--- config.mk ---
export PLATFORM = sky130hd
export DESIGN_NAME = led_display_scheduler
export DESIGN_NICKNAME = d
export VERILOG_FILES = /design/src/rtl/led_display_scheduler.sv
export SDC_FILE = /design/constraint.sdc
export NUM_CORES = 1
export LEC_CHECK = 0
export ABC_AREA = 1
export CAP_MARGIN = 40
export CORE_MARGIN = 2
export CORE_UTILIZATION = 40
export DETAILED_ROUTE_END_ITERATION = 8
export HOLD_SLACK_MARGIN = 0.03
export PLACE_DENSITY = 0.59
export SLEW_MARGIN = 10
export SYNTH_ARGS = -nofsm -noshare
export SYNTH_HDL_FRONTEND = slang
export SYNTH_SLANG_ARGS = --single-unit
export TNS_END_PERCENT = 10
--- constraint.sdc ---
create_clock -name clk -period 3.9 [get_ports clk]
set_input_delay 0.585 -clock clk [delete_from_list [all_inputs] [get_ports clk]]
set_output_delay 0.585 -clock clk [all_outputs]
set_load 0.02 [all_outputs]
--- src/rtl/led_display_scheduler.sv ---
// led_display_scheduler
// Scans two 4-digit multiplexed 7-segment displays. It owns the LED IO
// registers (LED_CTRL at 5'h3, LED0..LED7 at 5'h8..5'hf). It latches a
// hex-encoded frame once per scan frame, so the display never tears, and
// then steps through the digits with a programmable dwell counter.
// Optional build macro: LED_DD_BLANK_EN enables leading-zero blanking in
// mode 0 (sort result) at latch time.
module led_display_scheduler #(
   parameter logic [27:0] SCAN_COUNT = 28'h3000,
   parameter int          DIGIT_NUM  = 4
) (
   input  logic        clk,
   input  logic        rst,
   input  logic        wrEnable,
   input  logic [4:0]  wrAddr,
   input  logic [31:0] wrData,
   input  logic [31:0] sortCount,
   input  logic [31:0] cycle,
   output logic [15:0] ledOut,
   output logic [7:0]  ledGate,
   output logic        ledCtrl,
   output logic        frameDone
);

   localparam logic [1:0] LAST_DIGIT = 2'(DIGIT_NUM - 1);

`ifdef LED_DD_BLANK_EN
   localparam logic BLANK_EN = 1'b1;
`else
   localparam logic BLANK_EN = 1'b0;
`endif

   // 7-segment encoding, {dp,g,f,e,d,c,b,a}; dp is never lit
   function automatic logic [7:0] hex7(input logic [3:0] n);
      case (n)
         4'h0: hex7 = 8'h3F;
         4'h1: hex7 = 8'h06;
         4'h2: hex7 = 8'h5B;
         4'h3: hex7 = 8'h4F;
         4'h4: hex7 = 8'h66;
         4'h5: hex7 = 8'h6D;
         4'h6: hex7 = 8'h7D;
         4'h7: hex7 = 8'h07;
         4'h8: hex7 = 8'h7F;
         4'h9: hex7 = 8'h6F;
         4'hA: hex7 = 8'h77;
         4'hB: hex7 = 8'h7C;
         4'hC: hex7 = 8'h39;
         4'hD: hex7 = 8'h5E;
         4'hE: hex7 = 8'h79;
         default: hex7 = 8'h71;
      endcase
   endfunction

   // Four nibbles (digit 0 in the top nibble) to a frame word (digit 0 in
   // the top byte). With blank set, digits left of the first nonzero
   // nibble come out dark; the rightmost digit always shows.
   function automatic logic [31:0] build_frame(input logic [15:0] nibs,
                                               input logic        blank);
      logic seen;
      seen        = ~blank;
      build_frame = '0;
      for (int i = 0; i < 4; i++) begin
         if (nibs[15-4*i -: 4] != 4'h0 || i == 3) seen = 1'b1;
         if (seen) build_frame[31-8*i -: 8] = hex7(nibs[15-4*i -: 4]);
      end
   endfunction

   // Pick the segment byte of one digit out of a frame word
   function automatic logic [7:0] digit_sel(input logic [31:0] f,
                                            input logic [1:0]  i);
      case (i)
         2'd0:    digit_sel = f[31:24];
         2'd1:    digit_sel = f[23:16];
         2'd2:    digit_sel = f[15:8];
         default: digit_sel = f[7:0];
      endcase
   endfunction

   logic [27:0]     r_scan;
   logic [1:0]      r_idx;
   logic            r_mode;
   logic [7:0][3:0] r_nib;
   logic [31:0]     r_frame0, r_frame1;
   logic [15:0]     r_ledOut;
   logic [7:0]      r_ledGate;
   logic            r_frameDone;

   logic        w_scanWrap;
   logic [27:0] w_scanNext;
   logic [1:0]  w_idxNext;
   logic        w_boundary;
   logic        w_blank;
   logic [31:0] w_src0, w_src1;
   logic [31:0] w_frame0Next, w_frame1Next;
   logic [3:0]  w_gateNext;
   logic        w_unused_bits;

   // Dwell counter and digit index next-state; the boundary is the 3->0 wrap
   always_comb begin
      w_scanWrap = (r_scan == SCAN_COUNT - 28'd1);
      w_scanNext = w_scanWrap ? 28'd0 : r_scan + 28'd1;
      w_idxNext  = w_scanWrap ? r_idx + 2'd1 : r_idx;
      w_boundary = w_scanWrap && (r_idx == LAST_DIGIT);
      w_gateNext = 4'b0001 << w_idxNext;
   end

   // Frame source selection and encoding, using the mode in force before
   // this edge so that a same-cycle write lands one frame later
   always_comb begin
      w_blank = BLANK_EN & ~r_mode;
      if (r_mode) begin
         w_src0 = build_frame({r_nib[0], r_nib[1], r_nib[2], r_nib[3]}, 1'b0);
         w_src1 = build_frame({r_nib[4], r_nib[5], r_nib[6], r_nib[7]}, 1'b0);
      end else begin
         w_src0 = build_frame(sortCount[15:0], w_blank);
         w_src1 = build_frame(cycle[31:16], w_blank);
      end
      w_frame0Next = w_boundary ? w_src0 : r_frame0;
      w_frame1Next = w_boundary ? w_src1 : r_frame1;
   end

   // Input bits that do not feed any display data
   assign w_unused_bits = &{1'b0, wrData[31:4], sortCount[31:16], cycle[15:0]};

   // IO register writes: LED_CTRL mode bit and the eight user nibbles
   always_ff @(posedge clk or negedge rst) begin
      if (!rst) begin
         r_mode <= 1'b0;
         r_nib  <= '0;
      end else if (wrEnable) begin
         if (wrAddr == 5'h03)
            r_mode <= wrData[0];
         else if (wrAddr[4:3] == 2'b01)
            r_nib[wrAddr[2:0]] <= wrData[3:0];
      end
   end

   // Scan sequencing, frame latching and registered display outputs
   always_ff @(posedge clk or negedge rst) begin
      if (!rst) begin
         r_scan      <= '0;
         r_idx       <= '0;
         r_frame0    <= '0;
         r_frame1    <= '0;
         r_ledOut    <= 16'h0000;
         r_ledGate   <= 8'h11;
         r_frameDone <= 1'b0;
      end else begin
         r_scan      <= w_scanNext;
         r_idx       <= w_idxNext;
         r_frame0    <= w_frame0Next;
         r_frame1    <= w_frame1Next;
         r_frameDone <= w_boundary;
         r_ledGate   <= {w_gateNext, w_gateNext};
         r_ledOut    <= {digit_sel(w_frame1Next, w_idxNext),
                         digit_sel(w_frame0Next, w_idxNext)};
      end
   end

   assign ledOut    = r_ledOut;
   assign ledGate   = r_ledGate;
   assign ledCtrl   = r_mode;
   assign frameDone = r_frameDone;

endmodule

# After elaboration in Yosys (flattened, before gate mapping)
# Memory sizes are Yosys's and may differ from the RTL's.
# Index checks and enable logic that the tools add are counted.
dict set report word_totals {
  output_inout_bits 26
  inputBits 104
  elab_cells 102
  reg_bits 152
  rom_bits 1792
  memories 16
}
dict set report op_classes {
  eq_ne 6
  n_addsub 2
  shifts 1
  bitwise 1
  mux 45
  reduce_logical 13
  n_lt_le_gt_ge 2
}
# memory words width read_ports rd_ports_with_merged_regs wr line_no
set mem_list {}
lappend mem_list {{(name not given)} 16 7 1 0 0 35} ;# case (n)
lappend mem_list {{(name not given)} 16 7 1 0 0 35}
lappend mem_list {{(name not given)} 16 7 1 0 0 35}
lappend mem_list {{(name not given)} 16 7 1 0 0 35}
lappend mem_list {{(name not given)} 16 7 1 0 0 35}
lappend mem_list {{(name not given)} 16 7 1 0 0 35}
lappend mem_list {{+10 memories} - - - - - -}
# operator n
set op_table {}
lappend op_table {{32-bit two-way mux} 4}
lappend op_table {{8-bit two-way mux} 16}
lappend op_table {{8-bit one-hot mux with 3 select lines} 2}
lappend op_table {{32-bit bitwise mux} 1}
lappend op_table {{4-bit nonzero test} 8}
lappend op_table {{28-bit by 1-bit adder with 28-bit output (second input constant)} 1}
lappend op_table {{28-bit by 14-bit equality test with 1-bit output (second input constant)} 1}
lappend op_table {{28-bit two-way mux} 1}
lappend op_table {{1-bit two-way mux} 18}
lappend op_table {{4-bit demux with 3-bit select} 1}
lappend op_table {{5-bit by 2-bit equality test with 1-bit output (second input constant)} 1}
lappend op_table {{2-bit by 1-bit equality test with 1-bit output (second input constant)} 2}
lappend op_table {{2-bit equality test (second input constant)} 2}
lappend op_table {{3-bit by 4-bit < comparator with 1-bit output (second input constant)} 1}
lappend op_table {{4-bit two-way mux} 1}
lappend op_table {{1-bit by 2-bit left shift with 4-bit output (first input constant)} 1}
lappend op_table {{3-bit by 1-bit >= comparator with 1-bit output (second input constant)} 1}
lappend op_table {{3-bit AND reduction} 1}
lappend op_table {{2-bit by 1-bit adder with 2-bit output (second input constant)} 1}
lappend op_table {{1-bit logical AND} 2}
lappend op_table {{2-bit logical NOT} 1}
lappend op_table {{2-bit two-way mux} 1}
lappend op_table {{2-bit AND reduction} 1}
lappend op_table {{1-bit inverter} 1}

# Longest topological paths before layout
dict set report logic_depth {
  word_depth 9
  ltp_mapped 13
  depth_no_buf 12
}

# Worst setup path before layout
# No wires, ideal clock.
dict set report synth_timing {
  path_type {reg2reg}
  startpoint {reg r_scan[0]}
  endpoint {reg r_ledOut[1], in the netlist ledOut[1]}
  arrival_time_ps 1668
  n_path_buf 1
  t_required_ps 3770
  setup_time_ps 130
  path_stages_with_launch 14
  period_less_slack_ps 1798
  path_slack_ps 2102
  path_cell_list {dfrtp_1 -> ha_1 -> nand2_2 -> nor2_4 -> nand2_4 -> inv_2 -> nand2_1 -> nor2_1 -> nand2_1 -> nand2_4 -> nor2_8 -> buf_12 -> nand2_2 -> nand4_1}
}
dict set report synth_between {
  elab_chain_len 4
  word_cells_on_any_way 8
  classes_between {3 x eq/ne; 3 x mux; 2 x reduce/logical}
}
# item line_no
set synth_lines {}
lappend synth_lines {{from (decl)} 80} ;# logic [27:0] r_scan;
lappend synth_lines {{from (signal assigned)} 150} ;# r_scan <= w_scanNext;
lappend synth_lines {{28-bit by 14-bit equality test with 1-bit output *} 101} ;# w_scanWrap = (r_scan == SCAN_COUNT - 28'd1);
lappend synth_lines {{2-bit two-way mux or 1-bit logical AND (tied branches)} {103, 104}}
lappend synth_lines {{2-bit equality test, or another cell as far along} 72} ;# case (i)
lappend synth_lines {{8-bit one-hot mux with 3 select lines *} 72}
lappend synth_lines {{to (signal assigned)} 156} ;# r_ledOut <= {digit_sel(w_frame1Next, w_idxNext),
lappend synth_lines {{to (decl)} 85} ;# logic [15:0] r_ledOut;
# Every way passes the cells marked *; elsewhere a longest branch is shown, timed or not.
# A chain may end at the register's enable or synchronous reset.

# Worst setup path after layout
dict set report layout_timing {
  startpoint {reg r_mode, in the netlist ledCtrl}
  endpoint {out ledCtrl}
}
# item line_no
set layout_lines {}
lappend layout_lines {{from (decl)} 82} ;# logic r_mode;
lappend layout_lines {{from (signal assigned)} 133} ;# r_mode <= wrData[0];
lappend layout_lines {{to (decl)} 21} ;# output logic ledCtrl,
# No word-level cell between the ends.

==> results.rst <==
.. list-table::
   :header-rows: 1

   * - Metric
     - Value
   * - Run status
     - completed
   * - Number of register bits inferred by synthesis
     - 148
   * - H-Tree Level Count
     - 4
   * - Mean instance size in the synthesized netlist
     - 6.943 um^2
   * - Number of maximum-capacitance constraint violations
     - 0
   * - Number of global-route vias before repair
     - 9,376
   * - Pre-Repair DR Iteration Count
     - 5
   * - Clock tree from TritonCTS
     - built
   * - CP delay by family, top
     - buffers and inverters
   * - Startpoint of the most critical setup path
     - ledCtrl
   * - WP buf/inv
     - 2
   * - Floorplan row count
     - 59
   * - Final wirelength
     - 27,830 um
   * - Crit path time final
     - 2.649 ns
   * - Worst EP arrival
     - 2.06 ns
   * - Cell area after technology mapping
     - 0.01072 mm^2
   * - Most instantiated flip-flop cell in the synthesis netlist
     - sky130_fd_sc_hd__dfrtp_1
   * - Proportion of layout cells with a drive suffix above 1
     - 5.266%
   * - Number of instances in the synthesized netlist
     - 1,544
   * - CP Capture Type
     - output port
   * - Routed wirelength normalized by instance count
     - 14.41 um
   * - Insertion delay of the later-clocked pin in the worst-skew pair
     - 0.43 ns
   * - Synth unique cells
     - 38
   * - HPWL after DPL
     - 20,510 um
   * - Delay contributed by the slowest stage of the critical path
     - 0.73 ns
   * - Max transition margin
     - 42.59%
   * - Antenna violations before repair
     - 0
   * - Slack of the worst reg-to-reg path
     - 1.35 ns
   * - Transition time at the pin with the least slew margin
     - 0.8599 ns
   * - Clock Root Buffer
     - sky130_fd_sc_hd__clkbuf_16
   * - Total power divided by cell area
     - 358.3 mW/mm^2
   * - Hold buffer count at CTS
     - 0
   * - Die X
     - 167.7 um
   * - Post-layout net count
     - 1,778
   * - Combined area of the multi-input logic cells
     - 0.006112 mm^2
   * - Cell taking the most area after synthesis
     - sky130_fd_sc_hd__dfrtp_1
   * - Synth-to-layout area growth
     - 13.15%
   * - Final Skew
     - 0.01239 ns
   * - Total die area
     - 0.02813 mm^2
   * - Number of top-level pins
     - 130
   * - Final worst path period share
     - 67.92%
   * - Highest clock rate
     - 0.3775 GHz
   * - Antenna-violating nets left
     - 0
   * - DRC
     - 0
   * - Clock buffer depth
     - 2
   * - Register area share after synthesis
     - 34.56%
   * - Leakage power of the design
     - 5.941 nW
   * - Crit path max-delay cell type
     - sky130_fd_sc_hd__clkdlybuf4s50_1
   * - First-pass GRT wire length
     - 46,590 um
   * - Number of pins with negative max-slew slack in the final report
     - 0
   * - Nets in the synthesized netlist
     - 1,740
   * - Residual overflow from global routing
     - 0
   * - Reg-to-reg endpoint
     - ledOut[13]
   * - Num CTS Buffers
     - 17
   * - Global Route Usage Sum
     - 20.39%
   * - Post-synth top area share
     - 34.31%
   * - Setup repair after global routing missed its margin
     - no
   * - Total number of vias
     - 9,862
   * - Largest net degree at the start of global routing
     - 91
   * - Total Neg Setup Slack
     - 0 ns
   * - Number of hold violations in the final report
     - 0
   * - Peak supply drop
     - 290.3 uV
   * - Count of synthesis-stage warnings from yosys
     - 0
   * - Worst min path class
     - in -> async
   * - Core area
     - 0.02621 mm^2
   * - Count of endpoints failing setup in the final report
     - 0
   * - Input/output buffers
     - 69
   * - Y dimension of the die
     - 167.7 um
   * - Count of cells along the worst register-to-register path
     - 11
   * - Number of DRC violations after detailed-routing iteration 0
     - 733
   * - Number of enable-type register cells in the synthesized netlist
     - 0
   * - Synth async-reset ratio
     - 100.0%
   * - Leading cell types by total area after synthesis
     - sky130_fd_sc_hd__dfrtp_1 (34%), sky130_fd_sc_hd__nand2_1 (20%), sky130_fd_sc_hd__ha_1 (11%)
   * - Clock slew seen by the registers of the worst setup and hold paths
     - 0.07 ns
   * - Number of clock sinks
     - 148
   * - Vias/cell
     - 5.107
   * - Type of origin of the critical path
     - flop
   * - Initial cell density of the core
     - 40.91%
   * - Cells along the critical path
     - buf_4 -> clkdlybuf4s50_1
   * - Post-cts sizing count
     - 0
   * - Filler instances
     - 2,646
   * - Maximum fanout count along the critical path
     - 59
   * - Reg2Reg Launch Point
     - r_scan[0]
   * - Post-route worst setup slack
     - 1.251 ns
   * - Global placer's final weighted congestion
     - 0.8794
   * - Post-CTS Setup Inserts
     - 0
   * - Sequential standard cell area
     - 0.003706 mm^2
   * - Critical Path RT
     - 3.31 ns
   * - Post-placement worst setup slack
     - 1.305 ns
   * - CP Class
     - reg -> out
cells in the mapped netlist, types with 3 or more instances:
cell                       count
sky130_fd_sc_hd__xor2_1       18
sky130_fd_sc_hd__nor2_4        5
sky130_fd_sc_hd__nand3_2       3
sky130_fd_sc_hd__nor4_1        4
sky130_fd_sc_hd__nand3_1     180
sky130_fd_sc_hd__a21oi_1      30
sky130_fd_sc_hd__nor2_1       93
sky130_fd_sc_hd__nor3_1        9
sky130_fd_sc_hd__nor2_2        3
sky130_fd_sc_hd__o21ai_1       5
sky130_fd_sc_hd__dfrtp_1     147
sky130_fd_sc_hd__nand3b_1      4
sky130_fd_sc_hd__nand2_1     566
sky130_fd_sc_hd__o21a_1        3
sky130_fd_sc_hd__o211ai_1     19
sky130_fd_sc_hd__buf_2         7
sky130_fd_sc_hd__buf_4         6
sky130_fd_sc_hd__clkinv_1      7
sky130_fd_sc_hd__nand2_2      14
sky130_fd_sc_hd__clkbuf_1     34
sky130_fd_sc_hd__ha_1         92
sky130_fd_sc_hd__buf_6         8
sky130_fd_sc_hd__nand2_4       4
sky130_fd_sc_hd__inv_1       137
sky130_fd_sc_hd__inv_2        12
sky130_fd_sc_hd__o21ai_0      97
sky130_fd_sc_hd__nand4_1      22
flip-flops by register name (all words and copies together) (netlist names), 2 cells and up:
signal / cells
r_nib: 32
ledGate: 4
r_idx: 2
r_frame1: 32
ledOut: 16
r_scan: 28
r_frame0: 32
worst reg2reg max path, stage by stage, from the launching register on:
cell and delay [ns]:
sky130_fd_sc_hd__dfrtp_1 0.43, sky130_fd_sc_hd__ha_1 0.31, sky130_fd_sc_hd__nand2_2 0.10, sky130_fd_sc_hd__nor2_4 0.14, sky130_fd_sc_hd__nand2_4 0.11, sky130_fd_sc_hd__nor2_2 0.12, sky130_fd_sc_hd__nand3_2 0.13, sky130_fd_sc_hd__nand2_2 0.11
sky130_fd_sc_hd__nand2_4 0.23, sky130_fd_sc_hd__nor2_8 0.43, sky130_fd_sc_hd__nand2_1 0.11, sky130_fd_sc_hd__nand4_1 0.24
per-stage QoR:
stage / power, mW / instances / instance area (um^2) / hold slack (ns) / util, %
5_1_grt: 4.637 / 1930 / 12130 / 0.2849 / 46.28
4_1_cts: 4.377 / 1930 / 12130 / 0.2589 / 46.28
3_5_place_dp: 2.804 / 1898 / 11570 / 0.4411 / 44.16
2_1_floorplan: 2.471 / 1544 / 10720 / 0.2894 / -
3_3_place_gp: 2.796 / 1898 / 11570 / 0.4397 / 44.16
6_report: 4.346 / 1931 / 12130 / 0.2183 / 46.29
layer usage:
metal	routed length, um	up-vias	track usage [%]
li1	-	5012	-
met2	13050	227	34.44
met3	1075	35	3.073
met5	0	-	0
met1	13180	4588	27.32
met4	516	0	5.520
report_power, final:
group          switching [mW]  total (mW)  internal, mW  leakage (nW)
logic                   0.681        1.06         0.377          4.02
registers               0.119        1.72          1.60          1.65
clock network           0.717        1.57         0.855         0.275
how the worst max path moves through the flow:
stage,endpoint,slack (ns),cells after the start
global route,ledCtrl,1.14,2
floorplan,ledOut[1],2.10,13
finish,ledCtrl,1.25,2
global placement,ledOut[11],1.31,11
CTS,ledCtrl,1.20,2
detailed placement,ledOut[11],1.30,11
cell usage in the layout, fill, tap and decap left out, types with 2 or more instances in the layout:
cell type | Yosys | final
sky130_fd_sc_hd__nand2_1 | 566 | 566
sky130_fd_sc_hd__nand3_1 | 180 | 180
sky130_fd_sc_hd__dfrtp_1 | 147 | 146
sky130_fd_sc_hd__inv_1 | 137 | 137
sky130_fd_sc_hd__o21ai_0 | 97 | 97
sky130_fd_sc_hd__nor2_1 | 93 | 93
sky130_fd_sc_hd__ha_1 | 92 | 92
sky130_fd_sc_hd__clkdlybuf4s50_1 | 0 | 68
sky130_fd_sc_hd__a21oi_1 | 30 | 30
sky130_fd_sc_hd__nand4_1 | 22 | 22
sky130_fd_sc_hd__o211ai_1 | 19 | 19
sky130_fd_sc_hd__xor2_1 | 18 | 18
sky130_fd_sc_hd__clkbuf_16 | 0 | 17
sky130_fd_sc_hd__nand2_2 | 14 | 14
sky130_fd_sc_hd__inv_2 | 12 | 12
sky130_fd_sc_hd__nor3_1 | 9 | 9
sky130_fd_sc_hd__clkinv_1 | 7 | 7
sky130_fd_sc_hd__inv_6 | 0 | 6
sky130_fd_sc_hd__nor2_4 | 5 | 5
sky130_fd_sc_hd__o21ai_1 | 5 | 5
sky130_fd_sc_hd__buf_4 | 6 | 5
sky130_fd_sc_hd__nand2_4 | 4 | 4
sky130_fd_sc_hd__nand3b_1 | 4 | 4
sky130_fd_sc_hd__nor4_1 | 4 | 4
sky130_fd_sc_hd__nand3_2 | 3 | 3
sky130_fd_sc_hd__nor2_2 | 3 | 3
sky130_fd_sc_hd__o21a_1 | 3 | 3
sky130_fd_sc_hd__inv_8 | 0 | 3
sky130_fd_sc_hd__nor2_8 | 2 | 2
sky130_fd_sc_hd__o221ai_1 | 2 | 2
sky130_fd_sc_hd__o31ai_1 | 2 | 2
sky130_fd_sc_hd__xnor2_1 | 2 | 2
sky130_fd_sc_hd__clkinv_2 | 0 | 2
layout make-up:
class                      instances  area share (%)
antenna                            1         0.02063
clock buffer                      19           3.651
clock inverter                    13          0.9283
inverter                         156           4.827
multi-input combinational       1184           50.39
sequential                       148           30.55
tap                              335           3.455
timing repair buffer              75           6.178
cells by family after synthesis:
logic type	count (synthesis)	share of synthesized area [%]
xor+xnor	20	1.634
simple gates	911	36.41
buf+inv	212	8.427
fa+ha+maj	92	10.74
compound gates	160	8.135
flops	148	34.56
mux	1	0.09337
Note: power is estimated with default switching activity, not from simulation.
